File: config.mk
export PLATFORM = sky130hd
export DESIGN_NAME = day1_mux2
export DESIGN_NICKNAME = d
export VERILOG_FILES = /design/src/rtl/day1_pkg.sv /design/src/rtl/day1_mux2_core.sv /design/src/rtl/day1_mux2.sv
export SDC_FILE = /design/constraint.sdc
export NUM_CORES = 1
export LEC_CHECK = 0
export ABC_CLOCK_PERIOD_IN_PS = 1300
export CAP_MARGIN = 25
export CORE_AREA = 2 2 39 41
export CTS_CLUSTER_DIAMETER = 30
export DETAILED_ROUTE_END_ITERATION = 6
export DIE_AREA = 0 0 41 43
export HOLD_SLACK_MARGIN = 0.12
export PLACE_DENSITY_LB_ADDON = 0.3
export SKIP_CTS_REPAIR_TIMING = 1
export SYNTH_ARGS = -nofsm -noshare
export SYNTH_HDL_FRONTEND = slang
export SYNTH_SLANG_ARGS = --single-unit
File: constraint.sdc
create_clock -name clk_i -period 1.3 [get_ports clk_i]
set_clock_uncertainty 0.05 [all_clocks]
set_input_delay 0.39 -clock clk_i [delete_from_list [all_inputs] [get_ports clk_i]]
set_output_delay 0.39 -clock clk_i [all_outputs]
set_load 0.1 [all_outputs]
File: src/rtl/day1_pkg.sv
// Shared types and defaults for the day1 datapath primitives.
package day1_pkg;

  localparam int DAY1_WIDTH = 8;

  typedef logic [DAY1_WIDTH-1:0] day1_data_t;

endpackage : day1_pkg

File: src/rtl/day1_mux2_core.sv
// Purely combinational WIDTH-bit 2:1 mux; an X/Z select propagates X in simulation.
module day1_mux2_core
  import day1_pkg::*;
#(
  parameter int WIDTH = DAY1_WIDTH
) (
  input  logic [WIDTH-1:0] a,
  input  logic [WIDTH-1:0] b,
  input  logic             sel,
  output logic [WIDTH-1:0] y
);

  // The ternary (rather than if/else) keeps an unknown select visible as X.
  assign y = sel ? b : a;

endmodule : day1_mux2_core

File: src/rtl/day1_mux2.sv
// 2:1 data mux with a combinational output and a flop-bounded copy of the same result.
module day1_mux2
  import day1_pkg::*;
#(
  parameter int               WIDTH   = DAY1_WIDTH,
  parameter logic [WIDTH-1:0] RST_VAL = '0
) (
  input  logic             clk_i,
  input  logic             rst_n_i,
  input  logic [WIDTH-1:0] a_i,
  input  logic [WIDTH-1:0] b_i,
  input  logic             sel_i,
  output logic [WIDTH-1:0] y_o,
  output logic [WIDTH-1:0] y_q_o
);

  logic [WIDTH-1:0] y_mux;

  day1_mux2_core #(
    .WIDTH (WIDTH)
  ) u_core (
    .a   (a_i),
    .b   (b_i),
    .sel (sel_i),
    .y   (y_mux)
  );

  assign y_o = y_mux;

  // y_o stays independent of reset; only the registered copy is cleared.
  always_ff @(posedge clk_i or negedge rst_n_i) begin
    if (!rst_n_i) begin
      y_q_o <= RST_VAL;
    end else begin
      y_q_o <= y_mux;
    end
  end

endmodule : day1_mux2

# Word-level counts from Yosys, hierarchy flattened
# Index checks and enable logic that the tools add are counted.
# W data, S select, Z words.
[totals]
ff_bits = 8
input_bits = 19
out_inout_bits = 16
[classes]
mux = 1
[ops]
columns = ["cell", "count"]
rows = [
  ["$mux W8", 1],
]

# Longest topological paths before layout
[logic_depth]
ltp_word = 1
ltp_mapped = 2
mapped_depth_nobuf = 1

# By module
# Synthesis repeated with hierarchy kept, for this count alone.
[unflattened]
hier_cells = 17
area_unflattened_um2 = 331.6
[modules_own_cells]
columns = ["module", "instances", "cells_per_inst", "area_per_inst_um2", "seq_area_each_um2"]
rows = [
  ["day1_mux2", 1, 8, 200.2, 200.2],
  ["day1_mux2_core", 1, 9, 131.4, 0.0],
]

# Worst setup path after synthesis
# No wires, ideal clock.
[synth_path]
path_type = "input port to output port"
startpoint = "in sel_i"
endpoint = "out y_o[0]"
arrival_ns = 0.958
required_ns = 0.860
slack_ns = -0.098
path_stages = 2
path_buffers = 1
path_cell_list = "buf_6 > mux2_4"
[synth_between]
elab_chain_cells = 1
[synth_rtl]
columns = ["element", "line", "source"]
rows = [
  ["start, declared", "day1_mux2.sv:12", "input logic sel_i,"],
  ["$mux W8", "day1_mux2_core.sv:14", "assign y = sel ? b : a;"],
  ["end, declared", "day1_mux2.sv:13", "output logic [WIDTH-1:0] y_o,"],
]
# No other way between the ends.

# Final worst setup path
[layout_path]
startpoint = "in sel_i"
endpoint = "out y_o[2]"
# The elaborated chain is that of the path after synthesis.

==> summary.txt <==
Power
  • Sw frac: 41.8%
  • VDD IR max: 533 uV
  • Cell area power density: 1090 nW/um2
  • Post-layout power: 1.04 mW
  • Seq pwr share: 27.5%
  • Psw: 437 uW
  • Gate power share: 55.1%
  • P_leak: 0.560 nW
  • Clock power share: 17.4%
  • Internal power: 608 uW

Clock network
  • Htree depth: 1
  • CTS Root Cell: clkbuf_4
  • Num CTS Buffers: 3
  • CTS clk-pin slew, worst paths: 50 ps
  • Sink Count: 8
  • Maximum clock path buffer count: 2
  • CTS tree: built

Global route
  • GR Util All Layers: 13.1%
  • Vias in the first global route: 293
  • First-pass GRT wire length: 1440 um
  • M2 GR Usage: 19.4%
  • Met3 usage: 3.14%
  • Total grt overflow: 0
  • Met1 Resource Use GR: 14.3%
  • Initial antenna violation count: 0
  • Most Crowded Layer GR: met2
  • Largest net degree at the start of global routing: 9

Timing
  • Final hold vios: 0
  • Slew Viols, Final: 0
  • Final Cycle Share: 119%
  • Slew HR: 79.0%
  • RSZ-0062 raised after global routing: yes
  • Fin crit period: 1540 ps
  • F_max: 649 MHz
  • Worst-Margin Slew: 314 ps
  • Final setup vio count: 8
  • Final setup margin: -242 ps

Finish
  • Layout Cells excl Fill: 74
  • Nets: 79
  • Fill count: 88
  • Max FFs per register: 8
  • Biggest register: y_q_o
  • Fin area: 960 um2
  • Layout cells sized above 1: 70.7%
  • P&R area growth vs syn: 189%
  • Multi-input logic area: 120 um2
  • Sequential cell area: 210 um2
  • ANT cells: 0
  • Largest registers: y_q_o (8)

Synth
  • EDFF count, synth: 0
  • Flops & latches, synth: 8
  • Share of the synthesized area in the top cell type: 60.4%
  • Ys flop type: dfrtp_1
  • Post-Syn Instances: 17
  • Largest family of logic cells by synthesized area: multiplexers
  • Synth cell count leaders: dfrtp_1, mux2_4, buf_6
  • Main area contributors after synthesis: dfrtp_1, mux2_4, buf_6
  • Post-Synth XOR/XNOR Area: 0%
  • Seq/Total Area, Yosys: 60.4%
  • Syn nets: 36
  • Synth cell types: 3
  • Simple-gate area share of the yosys netlist: 0%
  • Compound-cell area share of the yosys netlist: 0%
  • Mux share of post-synthesis cell area: 36.2%
  • Synth Area in Adders: 0%
  • Largest area contributor in the netlist: dfrtp_1
  • Yosys warns: 0
  • Mapped cell area: 332 um2
  • Avg Cell Area, Syn: 19.5 um2
  • Share of flip-flops with an asynchronous set or reset: 100%

Placed design
  • DP Area: 866 um2
  • GPL Wtd Cong: 0.648
  • Post-Place Cells: 68
  • I/O Buffers: 34
  • Pre-CTS setup slack: -664 ps

Run status
  • Run status: complete, but fails checks
  • Failing checks: negative setup slack

Floorplanning
  • I/O pins: 35
  • Starting Density: 24.0%
  • CORE AREA: 1380 um2
  • DIE AREA: 1760 um2
  • Chip height: 43 um
  • Placement Rows: 14
  • Die X: 41 um

Hold path
  • Worst hold path type: in2async

Critical path
  • Startpoint Class: input pin
  • Crit-path cells: buf_6 -> buf_6 -> mux2_4 -> buf_12
  • Critical Path Fanout Max: 4
  • Kind of critical path: in2out
  • CP max stage delay: 320 ps
  • Crit path capture type: primary output
  • Slowest-stage cell, CP: mux2_4
  • Most Frequent Cell on Critical Path: buf_6
  • CP arrival: 1100 ps
  • Worst Path Required: 860 ps

Routing
  • Vias/cell: 4.01
  • Post-route antenna net violation count: 0
  • Initial DRC count: 0
  • Initial DRT Pass Iterations: 1
  • Post-Route WL: 955 um
  • Routed length per instance: 12.9 um
  • Vias: 297
  • DRC: 0

Flow run
  • Max-Cap Viols: 0
## cells by family (layout without fill, tap and decap cells)
logic type	Yosys count	in the layout
multiplexers	8	8
flip-flops	8	8
buffers and inverters	1	42
## worst max path at each step
stage | start | end | slack (ps) | cells after the start
6_report | sel_i | y_o[2] | -240 | 4
2_1_floorplan | sel_i | y_o[0] | -80 | 2
4_1_cts | sel_i | y_o[7] | -660 | 4
3_3_place_gp | sel_i | y_o[7] | -660 | 4
5_1_grt | sel_i | y_o[2] | -250 | 4
3_5_place_dp | sel_i | y_o[7] | -660 | 4
## layout by cell type, fill, tap and decap left out, drive strengths merged
cell	count
buf	22
clkdlybuf4s50	1
mux2	8
dfrtp	8
clkbuf	3
dlymetal6s2s	16
## worst max-delay path, delay by kind of cell
family,cells,cell delay (ps)
buffers and inverters,3,390
multiplexers,1,320
## per-layer routing
metal,vias to the layer above,part of all wire (%)
li1,141,-
met5,-,0
met4,0,0
met2,12,61
met1,144,36
met3,0,3.2
## layout make-up
| class | instances | area share, % |
|---|---|---|
| clock buffers | 3 | 2.35 |
| repair buffers | 39 | 61.1 |
| multi-input cells | 8 | 12.5 |
| well taps | 16 | 2.09 |
| flip-flops and latches | 8 | 21.9 |
## through the flow
stage / hold WS (ps) / utilization, % / setup TNS [ps]
after CTS: 354 / 64.2 / -5240
after floorplan: 44.4 / - / -670
final: 349 / 69.3 / -1860
after global placement: 625 / 62.6 / -6990
after global routing: 363 / 69.3 / -1970
after detailed placement: 622 / 62.6 / -7060
## power groups by stage
stage	registers, mW	logic (mW)	clock network, mW
after floorplan	0.424	0.197	0
after global placement	0.292	0.570	0
after detailed placement	0.292	0.573	0
after CTS	0.287	0.573	0.190
after global routing	0.288	0.592	0.206
final	0.287	0.575	0.182
No activity file was read; power rests on OpenSTA's default activity.
